**config.mk**
```make
export PLATFORM = sky130hd
export DESIGN_NAME = zxtres_sram_arbiter
export DESIGN_NICKNAME = d
export VERILOG_FILES = /design/src/rtl/zxtres_sram_arbiter_pkg.sv /design/src/rtl/zxtres_sram_arbiter_rr_arb2.sv /design/src/rtl/zxtres_sram_arbiter.sv
export SDC_FILE = /design/constraint.sdc
export NUM_CORES = 1
export LEC_CHECK = 0
export ABC_AREA = 1
export ABC_CLOCK_PERIOD_IN_PS = 3200
export BUFFER_PORTS_ARGS = -buffer_cell sky130_fd_sc_hd__buf_2
export CAP_MARGIN = 0
export CORE_MARGIN = 1.5
export CORE_UTILIZATION = 50
export DETAILED_ROUTE_END_ITERATION = 10
export GPL_TIMING_DRIVEN = 0
export PLACE_DENSITY_LB_ADDON = 0.15
export SETUP_SLACK_MARGIN = 0.3
export SYNTH_ARGS = -nofsm -noshare
export SYNTH_HDL_FRONTEND = slang
export SYNTH_SLANG_ARGS = --single-unit
```
**constraint.sdc**
```tcl
create_clock -name sysclk -period 3.2 [get_ports sysclk]
set_input_delay 0.48 -clock sysclk [delete_from_list [all_inputs] [get_ports sysclk]]
set_output_delay 0.48 -clock sysclk [all_outputs]
set_load 0.03 [all_outputs]
```
**src/rtl/zxtres_sram_arbiter_pkg.sv**
```systemverilog
// zxtres_sram_arbiter_pkg: FSM state encodings and requester port ids shared by the SRAM arbiter files
package zxtres_sram_arbiter_pkg;
  typedef enum logic [1:0] {ST_IDLE, ST_SETUP, ST_STROBE, ST_FINISH} state_e;
  localparam logic PORT_A = 1'b0;
  localparam logic PORT_B = 1'b1;
endpackage

```
**src/rtl/zxtres_sram_arbiter_rr_arb2.sv**
```systemverilog
// zxtres_sram_arbiter_rr_arb2: 2-way arbiter (req_a/req_b, mode 0=A fixed 1=round-robin, update) -> grant, preference flips on each grant
module zxtres_sram_arbiter_rr_arb2
  import zxtres_sram_arbiter_pkg::*;
(
  input  logic sysclk,
  input  logic reset_n,
  input  logic req_a,
  input  logic req_b,
  input  logic mode,
  input  logic update,
  output logic grant
);
  logic pref_q, pref_d;
  always_comb begin
    grant = (req_a && req_b) ? (mode ? pref_q : PORT_A) : (req_b ? PORT_B : PORT_A);
    pref_d = (update && (req_a || req_b)) ? ~grant : pref_q;
  end
  always_ff @(posedge sysclk or negedge reset_n)
    if (!reset_n) pref_q <= PORT_A;
    else pref_q <= pref_d;
endmodule

```
**src/rtl/zxtres_sram_arbiter.sv**
```systemverilog
// zxtres_sram_arbiter: shares a 1Mx16 SRAM between byte ports A/B via SETUP/STROBE/FINISH sequencing, addr[20] selects byte lane
module zxtres_sram_arbiter
  import zxtres_sram_arbiter_pkg::*;
#(
  parameter int WAIT_STATES = 1,
  parameter int ARB_MODE = 1
) (
  input  logic        sysclk,
  input  logic        reset_n,
  input  logic        a_req,
  input  logic        a_we,
  input  logic [20:0] a_addr,
  input  logic [7:0]  a_wdata,
  output logic [7:0]  a_rdata,
  output logic        a_ack,
  input  logic        b_req,
  input  logic        b_we,
  input  logic [20:0] b_addr,
  input  logic [7:0]  b_wdata,
  output logic [7:0]  b_rdata,
  output logic        b_ack,
  output logic [19:0] sram_addr,
  output logic [15:0] sram_dout,
  input  logic [15:0] sram_din,
  output logic        sram_dout_oe,
  output logic        sram_we_n,
  output logic        sram_oe_n,
  output logic        sram_ub_n,
  output logic        sram_lb_n
);
  state_e state_q, state_d;
  logic [2:0] cnt_q, cnt_d;
  logic gnt_q, gnt_d, we_q, we_d, hi_q, hi_d;
  logic [19:0] sram_addr_q, sram_addr_d;
  logic [15:0] sram_dout_q, sram_dout_d;
  logic dout_oe_q, dout_oe_d, we_n_q, we_n_d, oe_n_q, oe_n_d, ub_n_q, ub_n_d, lb_n_q, lb_n_d;
  logic a_ack_q, a_ack_d, b_ack_q, b_ack_d;
  logic [7:0] a_rdata_q, a_rdata_d, b_rdata_q, b_rdata_d;
  logic gnt;
  logic [20:0] g_addr;
  logic [7:0] g_wdata, lane;
  logic g_we;
  zxtres_sram_arbiter_rr_arb2 u_arb (
    .sysclk (sysclk),
    .reset_n(reset_n),
    .req_a  (a_req),
    .req_b  (b_req),
    .mode   (ARB_MODE != 0),
    .update (state_q == ST_IDLE),
    .grant  (gnt)
  );
  always_comb begin
    g_addr = gnt ? b_addr : a_addr;
    g_wdata = gnt ? b_wdata : a_wdata;
    g_we = gnt ? b_we : a_we;
    lane = hi_q ? sram_din[15:8] : sram_din[7:0];
    state_d = state_q;
    cnt_d = cnt_q;
    gnt_d = gnt_q;
    we_d = we_q;
    hi_d = hi_q;
    sram_addr_d = sram_addr_q;
    sram_dout_d = sram_dout_q;
    dout_oe_d = dout_oe_q;
    we_n_d = we_n_q;
    oe_n_d = oe_n_q;
    ub_n_d = ub_n_q;
    lb_n_d = lb_n_q;
    a_ack_d = 1'b0;
    b_ack_d = 1'b0;
    a_rdata_d = a_rdata_q;
    b_rdata_d = b_rdata_q;
    case (state_q)
      ST_IDLE: if (a_req || b_req) begin
        state_d = ST_SETUP;
        gnt_d = gnt;
        we_d = g_we;
        hi_d = g_addr[20];
        sram_addr_d = g_addr[19:0];
        sram_dout_d = {g_wdata, g_wdata};
        lb_n_d = g_addr[20];
        ub_n_d = ~g_addr[20];
        oe_n_d = g_we;
        dout_oe_d = g_we;
      end
      ST_SETUP: begin
        state_d = ST_STROBE;
        cnt_d = 3'(WAIT_STATES - 1);
        we_n_d = ~we_q;
      end
      ST_STROBE: if (cnt_q == 3'd0) begin
        state_d = ST_FINISH;
        we_n_d = 1'b1;
        a_ack_d = gnt_q == PORT_A;
        b_ack_d = gnt_q == PORT_B;
        a_rdata_d = (!we_q && gnt_q == PORT_A) ? lane : a_rdata_q;
        b_rdata_d = (!we_q && gnt_q == PORT_B) ? lane : b_rdata_q;
      end else begin
        cnt_d = cnt_q - 3'd1;
      end
      ST_FINISH: begin
        state_d = ST_IDLE;
        oe_n_d = 1'b1;
        dout_oe_d = 1'b0;
        ub_n_d = 1'b1;
        lb_n_d = 1'b1;
      end
      default: state_d = ST_IDLE;
    endcase
  end
  always_ff @(posedge sysclk or negedge reset_n)
    if (!reset_n) begin
      state_q <= ST_IDLE;
      cnt_q <= 3'd0;
      gnt_q <= PORT_A;
      we_q <= 1'b0;
      hi_q <= 1'b0;
      sram_addr_q <= 20'd0;
      sram_dout_q <= 16'd0;
      dout_oe_q <= 1'b0;
      we_n_q <= 1'b1;
      oe_n_q <= 1'b1;
      ub_n_q <= 1'b1;
      lb_n_q <= 1'b1;
      a_ack_q <= 1'b0;
      b_ack_q <= 1'b0;
      a_rdata_q <= 8'd0;
      b_rdata_q <= 8'd0;
    end else begin
      state_q <= state_d;
      cnt_q <= cnt_d;
      gnt_q <= gnt_d;
      we_q <= we_d;
      hi_q <= hi_d;
      sram_addr_q <= sram_addr_d;
      sram_dout_q <= sram_dout_d;
      dout_oe_q <= dout_oe_d;
      we_n_q <= we_n_d;
      oe_n_q <= oe_n_d;
      ub_n_q <= ub_n_d;
      lb_n_q <= lb_n_d;
      a_ack_q <= a_ack_d;
      b_ack_q <= b_ack_d;
      a_rdata_q <= a_rdata_d;
      b_rdata_q <= b_rdata_d;
    end
  assign sram_addr = sram_addr_q;
  assign sram_dout = sram_dout_q;
  assign sram_dout_oe = dout_oe_q;
  assign sram_we_n = we_n_q;
  assign sram_oe_n = oe_n_q;
  assign sram_ub_n = ub_n_q;
  assign sram_lb_n = lb_n_q;
  assign a_ack = a_ack_q;
  assign b_ack = b_ack_q;
  assign a_rdata = a_rdata_q;
  assign b_rdata = b_rdata_q;
endmodule

```
==> results of run 1 <==
report_power, final:
group | switching, W | internal, W
registers | 0.000212 | 0.00113
clock network | 0.000267 | 0.000349
logic | 0.00152 | 0.000701
synth_stat cells:
master	count	area [µm²]
nor3_4	2	32.5
inv_2	2	7.51
inv_1	19	71.3
a21boi_0	1	7.51
nand3_1	48	240
nand4_1	1	6.26
buf_4	9	67.6
o21bai_1	2	15.0
o211ai_1	1	7.51
nand2_2	4	25.0
dfstp_2	4	105
nor2_1	8	30.0
nand2_1	142	533
a22oi_1	1	7.51
clkbuf_1	1	3.75
dfrtp_1	56	1400
o21ai_0	11	55.1
xnor2_1	1	8.76
a21oi_1	7	35.0
buf_2	7	35.0
ha_1	6	75.1
o22ai_1	2	12.5
nand3b_1	1	7.51
nand2_4	1	11.3
o21ai_4	1	16.3
buf_6	4	45.0
layout by cell type (no fill, tap or decap):
cell type	Yosys	layout
a21boi_0	1	1
a21oi_1	7	7
a22oi_1	1	1
buf_2	7	143
buf_4	9	10
buf_6	4	4
bufinv_16	0	1
clkbuf_1	1	3
clkbuf_8	0	9
clkinv_2	0	2
dfrtp_1	56	56
dfstp_2	4	4
ha_1	6	6
inv_1	19	19
inv_2	2	2
nand2_1	142	142
nand2_2	4	4
nand2_4	1	1
nand3_1	48	48
nand3b_1	1	1
nand4_1	1	1
nor2_1	8	8
nor3_4	2	2
o211ai_1	1	1
o21ai_0	11	11
o21ai_4	1	1
o21bai_1	2	2
o22ai_1	2	2
xnor2_1	1	1
stage by stage:
step           hold WS [ns]  setup slack [ns]  utilization (%)  power [W]
6_report              0.218              1.55             69.2    0.00418
5_1_grt               0.276              1.42             69.2    0.00449
4_1_cts               0.348              1.56             69.2    0.00422
3_5_place_dp          0.454              1.53             66.1    0.00359
3_3_place_gp          0.450              1.52             66.1    0.00353
2_1_floorplan         0.184              1.82                -    0.00293
worst max path at each step:
stage | endpoint | cells past startpoint
after floorplan | b_rdata[6] | 6
after global placement | sram_addr[17] | 1
after detailed placement | sram_addr[17] | 1
after CTS | a_rdata[1] | 6
after global routing | a_rdata[1] | 6
final | a_rdata[1] | 6
layer usage:
| layer | vias up | track usage (%) |
|---|---|---|
| met2 | 110 | 38.9 |
| met5 | - | 0 |
| met1 | 1266 | 31.3 |
| met3 | 14 | 5.47 |
| met4 | 0 | 12.5 |
| li1 | 1377 | - |
worst max-delay path, cell delays in order, from the launching register on:
cell	delay [ns]
dfrtp_1	0.40
inv_1	0.11
ha_1	0.21
buf_2	0.26
clkbuf_1	0.36
nand3_1	0.15
nand2_1	0.09
flip-flops by register name, indices dropped and copies added, names as in the netlist:
signal	flops
sram_addr	20
sram_we_n	1
sram_ub_n	1
a_ack	1
sram_dout_oe	1
sram_lb_n	1
u_arb.pref_q	1
cnt_q	3
sram_dout	8
state_q	2
we_q	1
b_ack	1
a_rdata	8
hi_q	1
sram_oe_n	1
gnt_q	1
b_rdata	8
area by class of cell:
type	count	area, µm²
Fill cell	490	1690
Sequential cell	60	1510
Multi-Input combinational cell	240	1130
Timing Repair Buffer	137	688
Buffer	21	151
Clock buffer	11	131
Tap cell	72	90.1
Inverter	21	78.8
Clock inverter	3	40.0
kinds of logic after synthesis:
logic type | Yosys count | synth area share [%]
flops | 60 | 52.6
compound gates | 26 | 5.46
xor+xnor | 1 | 0.306
buf+inv | 42 | 8.04
fa+ha+maj | 6 | 2.62
simple gates | 207 | 30.9
==> impl_results.md, run 1 <==
- Final hold vios: 0
- Setup_tns: 0 ns
- Antenna diode count: 0
- Max Cap Viol: 0
- Critical Path Sink Type: flop
- Max-slew violations: 0
- Clk_lat worst skew: 0.32 ns
- Max VDD drop: 530 µV
- Max layer used: met4
- Avg WL per Cell: 12.6 µm
- Flop2flop setup slack: 1.55 ns
- Row count: 27
- Worst-Margin Slew: 0.734 ns
- Die footprint: 6190 µm²
- Final ANT Viol Nets: 0
- Port bufs: 137
- Pin count of the biggest net entering global routing: 61
- RR Endpoint: a_rdata[1]
- Post-route insts no fill: 565
- Clock Tree Root: clkbuf_8
- Slew headroom: 51.1%
- Synthesized area per cell: 8.37 µm²
- Worst Path Arrival: 1.90 ns
- Syn Nets: 428
- Aggregate global-route resource usage: 24.5%
- Die width: 78.7 µm
- Final #Nets: 576
- H-tree Lvls: 3
- Routability cong.: 0.809
- Total number of vias: 2767
- Starting density of the core: 52.0%
- Crit start category: flop
- Core area: 5510 µm²
- Area growth syn-to-layout: 33.2%
- Register area share after synthesis: 52.6%
- CTS max path bufs: 2
- Cells after synthesis: 342
- Required @ worst endpoint: 3.46 ns
- Yosys reg bits: 60
- Placed cells: 551
- Global-route wire length before repair: 11600 µm
- Crit path kind: reg2reg
- Yosys warnings: 0
- Clk_skew: 0.00798 ns
- Hold Path Class: in2async
- Post-route design area: 3810 µm²
- Final setup viols: 0
- WL final: 7110 µm
- Fmax: 607 MHz
- Initial antenna violation count: 0
- Fin crit period: 1.65 ns
- Share of cells above drive strength 1: 37.1%
- Synth Cell Area: 2860 µm²
- DR iter-0 viols: 119
- Drc violations: 0
- Vias in the first global route: 2641
- CTS clock-pin slew for the worst setup and hold paths: 0.06 ns
- Dpl hpwl: 5320 µm
- Leak Pwr: 2.16 nW
- Period utilization: 51.4%
- Num CTS Buffers: 9
- Met2 WL: 3410 µm
- Post-CTS Resized: 0
- Area post-placement: 3640 µm²
- Reg-to-Reg Start: state_q[0]
- Worst-path fanout max: 10
- Crit path launch: state_q[0]
- # IOs: 139
- Remaining Overflow, GRT: 0
- Sink Count: 60
- Router iterations before antenna repair: 4
- Power Dens Cells: 1100 nW/µm²
- Met1 WL: 3030 µm
- Post-CTS setup buffer count: 0
- RSZ-0062 raised after global routing: no
- Hold buffers post-CTS: 0
- Die span in y: 78.7 µm
- Post-synth cell types: 26
- Met3 routed WL: 491 µm
- Status: finished, final reports clean
- TritonCTS clock tree: yes
- Vias per cell: 4.90
- R2r worst-path depth: 6
(Power assumes the default switching activity.)
==> inputs of run 2 (changes only) <==
--- a/config.mk
+++ b/config.mk
@@ -6,11 +6,11 @@
 export NUM_CORES = 1
 export LEC_CHECK = 0
 export ABC_AREA = 1
-export ABC_CLOCK_PERIOD_IN_PS = 3200
+export ABC_CLOCK_PERIOD_IN_PS = 1600
 export BUFFER_PORTS_ARGS = -buffer_cell sky130_fd_sc_hd__buf_2
 export CAP_MARGIN = 0
 export CORE_MARGIN = 1.5
-export CORE_UTILIZATION = 50
+export CORE_UTILIZATION = 46
 export DETAILED_ROUTE_END_ITERATION = 10
 export GPL_TIMING_DRIVEN = 0
 export PLACE_DENSITY_LB_ADDON = 0.15
==> constraint.sdc (replaced) <==
create_clock -name sysclk -period 1.6 [get_ports sysclk]
set_input_delay 0.24 -clock sysclk [delete_from_list [all_inputs] [get_ports sysclk]]
set_output_delay 0.24 -clock sysclk [all_outputs]
set_load 0.03 [all_outputs]
==> impl_results.md, run 2 (same netlist as run 1, synthesis figures left out) <==
- Critical Path Sink Type: flop
- Period utilization: 86.1% (+35 points)
- Status: complete, but fails checks
- Crit path kind: reg2reg
- Remaining Overflow, GRT: 0 (unchanged)
- Port bufs: 137 (unchanged)
- Final ANT Viol Nets: 0 (unchanged)
- Crit start category: flop
- Max VDD drop: 1220 µV (+130%)
- Clock Tree Root: clkbuf_8
- Router iterations before antenna repair: 5 (+1)
- Max-slew violations: 0 (unchanged)
- CTS max path bufs: 2 (unchanged)
- Vias per cell: 5.14 (+4.9%)
- Routability cong.: 0.796 (-1.6%)
- TritonCTS clock tree: yes
- Clk_skew: 0.00699 ns (-0.000995 ns)
- Final setup viols: 0 (unchanged)
- Clk_lat worst skew: 0.34 ns (+0.02 ns)
- # IOs: 139 (unchanged)
- WL final: 8940 µm (+26%)
- Required @ worst endpoint: 1.88 ns (-1.58 ns)
- Commonest cells after routing, fill and taps aside: 127 x buf_2, 99 x nand2_1, 56 x dfrtp_1
- Final #Nets: 602 (+4.5%)
- Slew headroom: 48.7% (-2.4 points)
- Starting density of the core: 48.1% (-3.9 points)
- Max reg flops: 20 (unchanged)
- Core area: 5960 µm² (+8.2%)
- Dpl ws: 0.0944 ns (-1.43 ns)
- H-tree Lvls: 3 (unchanged)
- Aggregate global-route resource usage: 23.6% (-0.87 points)
- Row count: 28 (+3.7%)
- Power Dens Cells: 2150 nW/µm² (+96%)
- Drc violations: 0 (unchanged)
- Fin crit period: 1.38 ns (-0.269 ns)
- Commonest non-fill, non-tap cell in the layout: buf_2
- Share of cells above drive strength 1: 55.7% (+19 points)
- Hold_ws: -0.0196 ns (-0.237 ns)
- Hold Path Class: in2async
- Failing checks: hold timing
- Vias in the first global route: 2619 (-0.83%)
- R2r worst-path depth: 8 (+2)
- Die span in y: 81.9 µm (+4.1%)
- Antenna diode count: 0 (unchanged)
- Global-route wire length before repair: 11800 µm (+1.6%)
- CTS clock-pin slew for the worst setup and hold paths: 0.07 ns (about the same)
- Die width: 81.9 µm (+4.1%)
- Avg WL per Cell: 15.0 µm (+19%)
- RSZ-0062 raised after global routing: yes
- Initial antenna violation count: 0 (unchanged)
- Sink Count: 60 (unchanged)
- Fmax: 726 MHz (+20%)
- Num CTS Buffers: 9 (unchanged)
- Total number of vias: 3063 (+11%)
- Dpl hpwl: 5450 µm (+2.4%)
- Max Cap Viol: 0 (unchanged)
- Pin count of the biggest net entering global routing: 61 (unchanged)
- Setup_tns: 0 ns (unchanged)
- Final hold vios: 37 (+37)
- DR iter-0 viols: 191 (+61%)
- Die footprint: 6710 µm² (+8.4%)
- Worst-path fanout max: 5 (-5)
- Leak Pwr: 2.65 nW (+23%)
- Worst Path Arrival: 1.66 ns (-0.24 ns)
- Worst-Margin Slew: 0.769 ns (+0.0356 ns)
- Worst setup margin: 0.223 ns (-1.33 ns)
- Area growth syn-to-layout: 62.4%
- Fillcell total: 412 (-16%)
==> run 2: layout make-up <==
cell class / instances / area, µm² / area share [%]
plain buffers: 21 / 193 / 4.15
clock buffers: 14 / 143 / 3.07
clock inverters: 2 / 35.0 / 0.754
inverters: 21 / 81.3 / 1.75
multi-input cells: 240 / 1530 / 32.9
flip-flops and latches: 60 / 1510 / 32.4
well taps: 75 / 93.8 / 2.02
repair buffers: 163 / 1070 / 22.9
==> run 2: critical path, cell delays in order (launching register included) <==
cell	delay, ns
dfrtp_1	0.39
inv_2	0.10
ha_4	0.18
o21ai_4	0.09
nor2_4	0.12
buf_6	0.16
clkbuf_16	0.17
nand2_4	0.05
nand3_2	0.06
==> run 2: per-layer routing <==
| layer | track usage, % | part of all wire [%] | vias to the layer above | routed length [µm] |
|---|---|---|---|---|
| met5 | 0 | 0 | - | 0 |
| met4 | 10.7 | 2.4 | 0 | 219 |
| met3 | 4.22 | 6.9 | 21 | 613 |
| met2 | 38.7 | 51 | 153 | 4530 |
| met1 | 30.3 | 40 | 1459 | 3580 |
| li1 | - | - | 1430 | - |
==> run 2: timing repair <==
action,in CTS,in global routing
setup buffers,15,6
endpoints found under the setup margin,54,61
hold buffers,0,0
pin swaps,10,6
cloned,1,4
resized for setup,22,123
==> run 2: power by group <==
part           switching, W  internal (W)
clock network      0.000580      0.000721
logic               0.00363       0.00234
registers          0.000476       0.00226
==> run 2: path summary, 6_finish.rpt <==
check | start | to | slack (ns)
worst min-delay path | reset_n | b_rdata[1] | -0.02
worst min register to register | a_rdata[4] | a_rdata[4] | 0.47
max in group asynchronous | reset_n | a_rdata[2] | 1.12
min in group sysclk | a_addr[6] | sram_addr[6] | 0.11
worst max register to register | state_q[0] | sram_addr[1] | 0.22
worst max-delay path | state_q[0] | sram_addr[1] | 0.22
==> run 2: per-stage QoR <==
stage	total power, W	instances	utilization (%)	hold slack [ns]	instance area, µm²
floorplan	0.00590	342	-	-0.0556	2890
global placement	0.00711	554	61.6	0.446	3670
detailed placement	0.00723	554	61.6	0.451	3670
CTS	0.00905	586	68.5	0.0974	4080
global route	0.0106	596	78.0	0.0297	4650
finish	0.0100	596	78.0	-0.0196	4650
